### config.mk
export PLATFORM = sky130hd
export DESIGN_NAME = mesh_term_arbiter
export DESIGN_NICKNAME = d
export VERILOG_FILES = /design/src/rtl/mesh_term_arbiter.sv
export SDC_FILE = /design/constraint.sdc
export NUM_CORES = 1
export LEC_CHECK = 0
export BUFFER_PORTS_ARGS = -buffer_cell sky130_fd_sc_hd__buf_2
export CELL_PAD_IN_SITES_DETAIL_PLACEMENT = 1
export CELL_PAD_IN_SITES_GLOBAL_PLACEMENT = 1
export CORE_MARGIN = 5
export CORE_UTILIZATION = 35
export DETAILED_ROUTE_END_ITERATION = 16
export GPL_TIMING_DRIVEN = 0
export MAX_ROUTING_LAYER = met4
export PLACE_DENSITY_LB_ADDON = 0.1
export SYNTH_ARGS = -nofsm -noshare
export SYNTH_HDL_FRONTEND = slang
export SYNTH_SLANG_ARGS = --single-unit
### constraint.sdc
create_clock -name clk_i -period 4.74 [get_ports clk_i]
set_clock_uncertainty 0.05 [all_clocks]
set_input_delay 0.474 -clock clk_i [delete_from_list [all_inputs] [get_ports clk_i]]
set_output_delay 0.474 -clock clk_i [all_outputs]
set_load 0.05 [all_outputs]
### src/rtl/mesh_term_arbiter.sv
// mesh_term_arbiter
//   Round-robin arbiter sharing one mesh terminal input port between N_REQ
//   local FWFT packet FIFOs. The winning FIFO is popped, its head packet is
//   registered and offered to the router with the pdng/popin handshake. The
//   packet is held until the router consumes it. Includes a stall watchdog
//   and a delivered-packet counter.
//
// Ports
//   clk_i        clock, rising edge
//   rst_i        asynchronous active-high reset
//   req_pndng_i  per-requester FIFO non-empty
//   req_data_i   per-requester FIFO head, requester k at [k*PKG_W +: PKG_W]
//   req_pop_o    one-cycle pop to the winning FIFO (onehot or zero, combinational)
//   pdng_o       packet pending to router
//   data_o       registered packet to router
//   popin_i      router consumed data_o this cycle
//   grant_id_o   source index of the packet on data_o
//   stall_o      data_o offered for TIMEOUT cycles without being consumed
//   pkt_cnt_o    delivered packets, wraps at 2^16
//
// state | meaning
// ------+-------------------------------------------
// IDLE  | nothing offered, pdng_o = 0
// OFFER | packet in data_o offered, pdng_o = 1

module mesh_term_arbiter #(
  parameter int N_REQ   = 4,
  parameter int PKG_W   = 40,
  parameter int TIMEOUT = 255,
  localparam int ID_W   = (N_REQ > 1) ? $clog2(N_REQ) : 1
) (
  input  logic                     clk_i,
  input  logic                     rst_i,
  input  logic [N_REQ-1:0]         req_pndng_i,
  input  logic [N_REQ*PKG_W-1:0]   req_data_i,
  output logic [N_REQ-1:0]         req_pop_o,
  output logic                     pdng_o,
  output logic [PKG_W-1:0]         data_o,
  input  logic                     popin_i,
  output logic [ID_W-1:0]          grant_id_o,
  output logic                     stall_o,
  output logic [15:0]              pkt_cnt_o
);

  localparam logic IDLE  = 1'b0;
  localparam logic OFFER = 1'b1;

  logic             state;
  logic [ID_W-1:0]  last_grant;
  logic [15:0]      wait_cnt;
  logic [ID_W-1:0]  winner;
  logic [PKG_W-1:0] win_data;
  logic             found;
  logic             any_req;
  logic             load;
  int               cand;

  assign any_req = |req_pndng_i;
  // A new packet may only be taken when nothing is outstanding or the
  // current one is being consumed in this very cycle.
  assign load    = any_req & ((state == IDLE) | popin_i);

  // Search starts just after the last winner so every requester gets a turn.
  always_comb begin
    winner = '0;
    found  = 1'b0;
    cand   = 0;
    for (int i = 1; i <= N_REQ; i++) begin
      cand = int'(last_grant) + i;
      if (cand >= N_REQ) cand = cand - N_REQ;
      if (!found && req_pndng_i[ID_W'(cand)]) begin
        winner = ID_W'(cand);
        found  = 1'b1;
      end
    end
  end

  always_comb begin
    win_data  = '0;
    req_pop_o = '0;
    for (int k = 0; k < N_REQ; k++) begin
      if (winner == ID_W'(k)) begin
        win_data     = req_data_i[k*PKG_W +: PKG_W];
        req_pop_o[k] = load;
      end
    end
  end

  always_ff @(posedge clk_i or posedge rst_i) begin
    if (rst_i) begin
      state      <= IDLE;
      data_o     <= '0;
      grant_id_o <= '0;
      last_grant <= ID_W'(N_REQ - 1);
    end else if (load) begin
      state      <= OFFER;
      data_o     <= win_data;
      grant_id_o <= winner;
      last_grant <= winner;
    end else if (state == OFFER && popin_i) begin
      state <= IDLE;
    end
  end

  always_ff @(posedge clk_i or posedge rst_i) begin
    if (rst_i) begin
      pkt_cnt_o <= '0;
    end else if (state == OFFER && popin_i) begin
      pkt_cnt_o <= pkt_cnt_o + 16'd1;
    end
  end

  // Wait counter restarts with every new packet and after every consumption;
  // it saturates so a very long stall never wraps stall_o back low.
  always_ff @(posedge clk_i or posedge rst_i) begin
    if (rst_i) begin
      wait_cnt <= '0;
    end else if (load || (state == OFFER && popin_i)) begin
      wait_cnt <= '0;
    end else if (state == OFFER && wait_cnt != 16'hFFFF) begin
      wait_cnt <= wait_cnt + 16'd1;
    end
  end

  assign pdng_o  = (state == OFFER);
  assign stall_o = (wait_cnt >= 16'(TIMEOUT));

endmodule
==> impl_results.md, run 1 <==
* Crit. path cell count at 8
* Number of distinct library cells after synthesis at 48
* Cell count after placement at 956
* Maximum buffer depth of the clock tree at 2
* Kind of cell adding the most delay to the critical path: buffers and inverters
* Overall overflow remaining after global route at 0
* Worst EP required at 4.22 ns
* Count of flip-flops with a built-in enable after synthesis at 0
* Top fanout value on the critical path at 10
* Number of warnings issued by yosys at 0
* IO Port Bufs at 228
* Clock sink count at 77
* Startpoint types: register
* Most numerous cell on the critical path: sky130_fd_sc_hd__buf_2
* Worst Path Buf+Inv at 3
* Max Clock Freq at 302 MHz
* Met3 routed WL at 1200 um
* Number of flip-flops and latches in the synthesized netlist at 77
* Setup-failing EPs final at 0
* Fin util at 0.488
* Post-route met1 wirelength at 7940 um
* Number of rows in the core area at 42
* Slowest stage cell, crit path: sky130_fd_sc_hd__buf_2
* ANT nets after route at 0
* Top cell type by total area after synthesis: sky130_fd_sc_hd__dfrtp_1
* Worst Setup End Kind: output port
* Register-to-Register Setup Slack at 2.14 ns
* Max-Cap Viols at 0
* Main flop type after synthesis: sky130_fd_sc_hd__dfrtp_1
* Async set or reset register ratio after synthesis at 1.00
* Standby leakage power at 3.33 nW
* Detail-routed net length per standard cell at 19.8 um
* Post-layout min period at 3.31 ns
* DRT iter0 DRCs at 223
* Post-layout nets at 960
* Worst supply voltage drop on vdd at 0.172 mV
* Number of clock buffers inserted by TritonCTS at 9
* Seq/Total Area, Yosys at 0.401
* Total track usage at 0.241
* Setup fix buffers added after clock tree synthesis at 0
* Max stage delay on crit path at 0.51 ns
* Number of I/O pins at 231
* Initial Utilization at 0.360
* Number of buffers inserted by hold repair at cts at 0
* First-pass GRT wire length at 30,200 um
* Number of H-tree levels at 3
* Pin count of the biggest net entering global routing at 62
* Synthesis-to-finish area growth at 35.4%
* Number of search-and-repair iterations in the first detailed-routing pass at 5
* Final Wtd Congestion at 0.877
* Overall die area at 16,200 um2
* Slew at the pin closest to its max-slew limit at 0.917 ns
* Vias after detailed routing at 5,210
* Routed Wire Length at 19,200 um
* Unrepaired setup endpoints after global routing: false
* Core area at 13,300 um2
* Clock tree from TritonCTS: done
* Worst-path clk slew at 0.07 ns
* Share of cells above drive strength 1 at 0.342
* Number of instances in the synthesized netlist at 551
* Average footprint of a synthesized cell at 8.73 um2
* Cell types occupying the most area after synthesis: sky130_fd_sc_hd__dfrtp_1, sky130_fd_sc_hd__a21oi_1, sky130_fd_sc_hd__mux2i_1
* Number of cells on the worst reg-to-reg path at 7
* Fin crit share at 0.699
* Average via count per standard cell at 5.35
* Critical path arrival at 2.79 ns
* Met2 Wirelength at 9730 um
* Power Density at 444 nW/um2
* Half-perimeter wire length after placement at 14,700 um
* Antenna violations before repair at 1
* Detailed-route DRC error count at 0
* Total Neg Setup Slack at 0 ns
* Synthesized cell area at 4810 um2
* Final instance count without filler cells at 973
* Source-to-sink clock delay at the later pin of the worst-skew pair at 0.35 ns
* Quantity of gates resized following cts at 0
* Class of the tightest hold or removal check: in -> async
* Crit path cell chain: buf_2 -> o211ai_1 -> o21ai_0 -> nor3_2 -> buf_2 -> nand2_1 -> nor2_1 -> buf_2
* Horizontal die dimension at 127 um
* Worst rel slew slack at 0.383
* Cell at the root of the clock tree: sky130_fd_sc_hd__clkbuf_16
* Vias in the first global route at 5,704
* DIE HEIGHT at 127 um
* Highest metal layer used by the detailed router: met4
* Status: finished clean
* Number of pins with negative max-slew slack in the final report at 0
* CP Class: reg -> out
* Fraction of synthesized cell area taken by the top area cell type at 0.390
* Syn_nets at 720
* Final hold violation count at 0
Yosys cell counts, drive strengths merged (2+ instances only):
cell type / n
a21oi: 103
dfrtp: 75
mux2i: 42
o21ai: 40
inv: 32
o21bai: 30
a22oi: 29
nand2: 25
clkbuf: 23
nor2: 22
buf: 18
nand3: 15
xnor2: 13
o2bb2ai: 11
xor2: 11
nand2b: 8
nor3: 7
and3: 5
nand4: 4
o211ai: 4
and2: 3
and4: 3
nor4: 3
o21a: 3
or4: 3
dfstp: 2
ha: 2
o2111ai: 2
or2: 2
worst register-to-register path, delay by kind of cell (launching register included):
family | cells | cell delay (ns)
AO/OA/AOI/OAI | 5 | 1.16
flip-flops | 1 | 0.54
buffers and inverters | 2 | 0.73
cells by family after synthesis:
family	Yosys count	share of synthesized area
AO/OA/AOI/OAI	230	0.289
XOR/XNOR	24	0.0437
adder cells (fa/ha/maj)	2	0.00520
buffers and inverters	73	0.0635
flip-flops	77	0.401
multiplexers	43	0.0897
AND/OR/NAND/NOR	102	0.108
final timing paths:
| kind | from | end |
|---|---|---|
| setup / recovery | last_grant[1] | req_pop_o[2] |
| hold / removal | rst_i | grant_id_o[0] |
| setup reg to reg | last_grant[1] | data_o[5] |
| hold reg to reg | pkt_cnt_o[15] | pkt_cnt_o[15] |
| max in group asynchronous | rst_i | last_grant[0] |
| min in group clk_i | popin_i | wait_cnt[0] |
placed cells by master (no fill, tap or decap), drive strengths merged, types with 2 or more instances in the layout:
master   Yosys  layout
buf         18     247
a21oi      103     103
dfrtp       75      75
mux2i       42      42
o21ai       40      40
inv         32      34
clkbuf      23      32
o21bai      30      30
a22oi       29      29
nand2       25      25
nor2        22      22
nand3       15      15
xnor2       13      13
xor2        11      11
o2bb2ai     11      11
nand2b       8       8
nor3         7       7
and3         5       5
nand4        4       4
o211ai       4       4
clkinv       0       4
o21a         3       3
and4         3       3
nor4         3       3
or4          3       3
and2         3       3
or2          2       2
o2111ai      2       2
ha           2       2
dfstp        2       2
layout make-up:
| class | count | area [um2] |
|---|---|---|
| multi-input cells | 401 | 2580 |
| clock inverters | 7 | 82.6 |
| flip-flops and latches | 77 | 1930 |
| repair buffers | 229 | 1170 |
| fillers | 1701 | 6840 |
| clock buffers | 9 | 225 |
| well taps | 176 | 220 |
| diodes | 1 | 2.50 |
| plain buffers | 41 | 185 |
| inverters | 32 | 123 |
flip-flops by register name (all words and copies together), names as in the netlist:
register,count
last_grant,2
grant_id_o,2
pdng_o,1
pkt_cnt_o,16
data_o,40
wait_cnt,16
report_power, final:
| part | internal, W | total (W) | switching, W |
|---|---|---|---|
| clock | 0.000416 | 0.000730 | 0.000314 |
| sequential | 0.000789 | 0.000910 | 0.000121 |
| combinational | 0.000364 | 0.00125 | 0.000885 |
layer usage:
metal / track usage / vias to the layer above
met3: 0.0472 / 25
met5: - / -
met2: 0.410 / 168
li1: - / 2473
met1: 0.294 / 2544
met4: 0.0662 / 0
metrics by stage:
stage	instance area, um2	hold WS [ns]	setup slack (ns)	total power (W)
final	6510	0.0154	1.43	0.00289
after global routing	6510	0.0317	1.25	0.00304
after CTS	6510	0.0201	1.36	0.00291
after detailed placement	6200	0.391	1.56	0.00217
after global placement	6170	0.408	1.03	0.00213
after floorplan	4810	0.447	1.81	0.00178
Note: power is estimated with default switching activity, not from simulation.
==> run 2: changes to the inputs <==
--- a/config.mk
+++ b/config.mk
@@ -5,11 +5,12 @@
 export SDC_FILE = /design/constraint.sdc
 export NUM_CORES = 1
 export LEC_CHECK = 0
+export ABC_AREA = 1
 export BUFFER_PORTS_ARGS = -buffer_cell sky130_fd_sc_hd__buf_2
 export CELL_PAD_IN_SITES_DETAIL_PLACEMENT = 1
 export CELL_PAD_IN_SITES_GLOBAL_PLACEMENT = 1
 export CORE_MARGIN = 5
-export CORE_UTILIZATION = 35
+export CORE_UTILIZATION = 33
 export DETAILED_ROUTE_END_ITERATION = 16
 export GPL_TIMING_DRIVEN = 0
 export MAX_ROUTING_LAYER = met4
==> constraint.sdc (replaced) <==
create_clock -name clk_i -period 3.1 [get_ports clk_i]
set_clock_uncertainty 0.05 [all_clocks]
set_input_delay 0.31 -clock clk_i [delete_from_list [all_inputs] [get_ports clk_i]]
set_output_delay 0.31 -clock clk_i [all_outputs]
set_load 0.05 [all_outputs]
==> run 2 against run 1 <==
  * First-iteration DRC count down 14%
  * Sequential share of layout area shrank 1.7 points
  * Clock power increased by 77%
  * Routed wire length up 6.3%
  * Power rose to 3.3 times the previous value
  * Critical path type unchanged
==> impl_results.md, run 2 <==
* Most frequent cells in the layout: sky130_fd_sc_hd__buf_2, sky130_fd_sc_hd__nand2_1, sky130_fd_sc_hd__nand4_1, sky130_fd_sc_hd__nand3_1, sky130_fd_sc_hd__dfrtp_1
* Endpoint of the worst hold-timing path: wait_cnt[0]
* Total track usage at 0.231 (-0.00998)
* Adder-cell share of the synthesized area at 0.00490 (-0.000297)
* Clock tree from TritonCTS: done
* Syn_nets at 832 (+16%)
* Vias in the first global route at 6,051 (+6.1%)
* Standby leakage power at 3.58 nW (+7.4%)
* Commonest non-fill, non-tap cell in the layout: sky130_fd_sc_hd__buf_2
* Worst rel slew slack at 0.247 (-0.136)
* Worst-path clk slew at 0.06 ns (about the same)
* Status: finished clean
* Count of flip-flops with a built-in enable after synthesis at 0 (unchanged)
* Half-perimeter wire length after placement at 16,000 um (+8.8%)
* Total Neg Setup Slack at 0 ns (unchanged)
* Final Wtd Congestion at 0.885 (+0.97%)
* Xor/xnor cell area share of the yosys netlist at 0.0326 (-0.0111)
* Critical R2R Launch: pdng_o
* Minimum hold slack at 0.139 ns (+0.123 ns)
* Max Clock Freq at 337 MHz
* Max reg flops at 40 (unchanged)
* Number of clock buffers inserted by TritonCTS at 9 (unchanged)
* Top post-synthesis cells by count: sky130_fd_sc_hd__nand2_1, sky130_fd_sc_hd__nand4_1, sky130_fd_sc_hd__nand3_1
* Worst Setup End Kind: output port
* Number of cells on the worst reg-to-reg path at 5 (-2)
* Horizontal die dimension at 134 um (+5.6%)
* Clock sink count at 77 (unchanged)
* Seq/Total Area, Yosys at 0.378 (-0.0229)
* ANT nets after route at 0 (unchanged)
* Source-to-sink clock delay at the later pin of the worst-skew pair at 0.36 ns (about the same)
* Synthesized cell area at 5100 um2 (+6.1%)
* Top cell type by total area after synthesis: sky130_fd_sc_hd__dfrtp_1
* Simple-gate area share of the yosys netlist at 0.462 (+0.354)
* Power Density at 1380 nW/um2 (+210%)
* Unrepaired setup endpoints after global routing: true
* Core area at 15,200 um2 (+14%)
* Biggest register: data_o
* DIE HEIGHT at 134 um (+5.6%)
* Worst EP required at 2.74 ns (-1.48 ns)
* Top fanout value on the critical path at 10 (unchanged)
* Average via count per standard cell at 5.19 (-3.0%)
* Class of the tightest hold or removal check: in -> reg
* Final instance count without filler cells at 1,099 (+13%)
* Number of search-and-repair iterations in the first detailed-routing pass at 4 (-1)
* Dominant combinational cell family by area after synthesis: simple AND/OR/NAND/NOR gates
* Antenna violations before repair at 0 (-1)
* Slew at the pin closest to its max-slew limit at 1.13 ns (+0.212 ns)
* Number of warnings issued by yosys at 0 (unchanged)
* Largest regs: data_o: 40 flops, pkt_cnt_o: 16 flops, wait_cnt: 16 flops
* Inserted Diodes at 0 (-1)
* Max-Cap Viols at 0 (unchanged)
* Routed Wire Length at 20,500 um (+6.3%)
* Pin count of the biggest net entering global routing at 65 (+4.8%)
* Maximum buffer depth of the clock tree at 2 (unchanged)
* Overall overflow remaining after global route at 0 (unchanged)
* Depth of the worst hold-timing path at 2
* DRT iter0 DRCs at 192 (-14%)
* Fraction of synthesized cell area taken by the top area cell type at 0.368 (-0.0223)
* Startpoint of the lowest-slack hold path: popin_i
* Vias after detailed routing at 5,709 (+9.6%)
* Number of H-tree levels at 3 (unchanged)
* Number of instances in the synthesized netlist at 663 (+20%)
* Post-layout nets at 1,075 (+12%)
* Critical path arrival at 2.61 ns (-0.18 ns)
* Overall die area at 18,000 um2 (+11%)
* Most frequent cell after synthesis: sky130_fd_sc_hd__nand2_1
* Number of I/O pins at 231 (unchanged)
* Setup-failing EPs final at 0 (unchanged)
* Detail-routed net length per standard cell at 18.6 um (-5.9%)
* Multiplexer fraction of the synthesized cell area at 0 (-0.0897)
* Synthesis-to-finish area growth at 35.5%
* Worst supply voltage drop on vdd at 0.657 mV (+280%)
* IO Port Bufs at 230 (+0.88%)
* Number of pins with negative max-slew slack in the final report at 0 (unchanged)
* Main flop type after synthesis: sky130_fd_sc_hd__dfrtp_1
* Detailed-route DRC error count at 0 (unchanged)
* Cell types occupying the most area after synthesis: sky130_fd_sc_hd__dfrtp_1, sky130_fd_sc_hd__nand2_1, sky130_fd_sc_hd__nand4_1
* Initial Utilization at 0.336 (-0.0248)
* CP Class: reg -> out
* Fin util at 0.455 (-0.0331)
* Async set or reset register ratio after synthesis at 1.00 (unchanged)
* Number of flip-flops and latches in the synthesized netlist at 77 (unchanged)
* Final hold violation count at 0 (unchanged)
* Post-layout min period at 2.97 ns
* Number of rows in the core area at 45 (+7.1%)
* Share of cells above drive strength 1 at 0.385 (+0.0436)
* Setup fix buffers added after clock tree synthesis at 0 (unchanged)
* Register-to-Register Setup Slack at 0.78 ns (-1.36 ns)
* First-pass GRT wire length at 32,200 um (+6.7%)
* Average footprint of a synthesized cell at 7.70 um2 (-12%)
* Reg2reg end: data_o[36]
* Share of the synthesized area in compound gates (AO/OA/AOI/OAI) at 0.0299 (-0.259)
* Cell at the root of the clock tree: sky130_fd_sc_hd__clkbuf_16
* Fin crit share at 0.957
* Cell count after placement at 1,082 (+13%)
* Startpoint types: register
* Number of distinct library cells after synthesis at 39 (-19%)
[run 2: cell types whose count changed in the layout (fill, tap and decap cells not counted), sizes merged, moves of 30 or more]
| cell | before | now |
|---|---|---|
| o21ai | 40 | 10 |
| a21oi | 103 | 10 |
| nand3 | 15 | 99 |
| mux2i | 42 | 0 |
| nand4 | 4 | 84 |
| nand2 | 25 | 232 |
[run 2: through the flow]
step | setup WS, ns | area, um2 | total power [W]
2_1_floorplan | 0.140 | 5100 | 0.00645
3_3_place_gp | -0.402 | 6490 | 0.00805
3_5_place_dp | 0.408 | 6520 | 0.00823
4_1_cts | 0.0262 | 6890 | 0.00953
5_1_grt | -0.0145 | 6910 | 0.0102
6_report | 0.133 | 6910 | 0.00951
[run 2: repair_timing]
item | CTS | global route
gates resized for setup | 0 | 13
hold endpoints to repair | 13 | 0
endpoints found under the setup margin | 0 | 3
hold buffers | 1 | 0
[run 2: layout make-up]
cell class / count / area (um2)
Buffer: 45 / 334
Fill cell: 1956 / 8290
Inverter: 37 / 141
Sequential cell: 77 / 1930
Clock inverter: 6 / 118
Multi-Input combinational cell: 504 / 2710
Tap cell: 188 / 235
Clock buffer: 10 / 239
Timing Repair Buffer: 232 / 1210
[run 2: worst max-delay path, stage by stage, from the launching register on]
cell,delay [ns]
sky130_fd_sc_hd__dfstp_2,0.54
sky130_fd_sc_hd__buf_6,0.15
sky130_fd_sc_hd__nand2_1,0.07
sky130_fd_sc_hd__nand2_2,0.14
sky130_fd_sc_hd__nand2_4,0.08
sky130_fd_sc_hd__a21boi_2,0.16
sky130_fd_sc_hd__nand2_2,0.10
sky130_fd_sc_hd__inv_2,0.05
sky130_fd_sc_hd__nand2_4,0.07
sky130_fd_sc_hd__buf_6,0.15
sky130_fd_sc_hd__buf_4,0.19
sky130_fd_sc_hd__nand2_1,0.13
sky130_fd_sc_hd__nor2_2,0.22
sky130_fd_sc_hd__buf_6,0.18
[run 2: worst max-delay path by stage]
stage,start,endpoint,slack [ns],depth (start not counted)
finish,last_grant[0],req_pop_o[2],0.13,13
global route,last_grant[0],req_pop_o[1],-0.01,14
CTS,last_grant[0],req_pop_o[1],0.03,14
detailed placement,last_grant[0],req_pop_o[1],0.41,14
global placement,rst_i,data_o[4],-0.40,2
floorplan,last_grant[0],req_pop_o[0],0.14,11
[run 2: metal layers]
| metal | share of wire | global-route usage | vias to the layer above |
|---|---|---|---|
| met4 | 0.014 | 0.0515 | 0 |
| met5 | 0 | - | - |
| li1 | - | - | 2733 |
| met3 | 0.053 | 0.0450 | 21 |
| met2 | 0.50 | 0.397 | 183 |
| met1 | 0.43 | 0.283 | 2772 |
[run 2: logic make-up after synthesis]
logic type,after synthesis
AO/OA/AOI/OAI,23
XOR/XNOR,19
flip-flops,77
AND/OR/NAND/NOR,460
buffers and inverters,82
adder cells (fa/ha/maj),2
[run 2: report_power, final]
part / internal (W) / switching [W] / total [W]
logic: 0.00206 / 0.00460 / 0.00665
clock network: 0.000818 / 0.000472 / 0.00129
registers: 0.00136 / 0.000214 / 0.00157
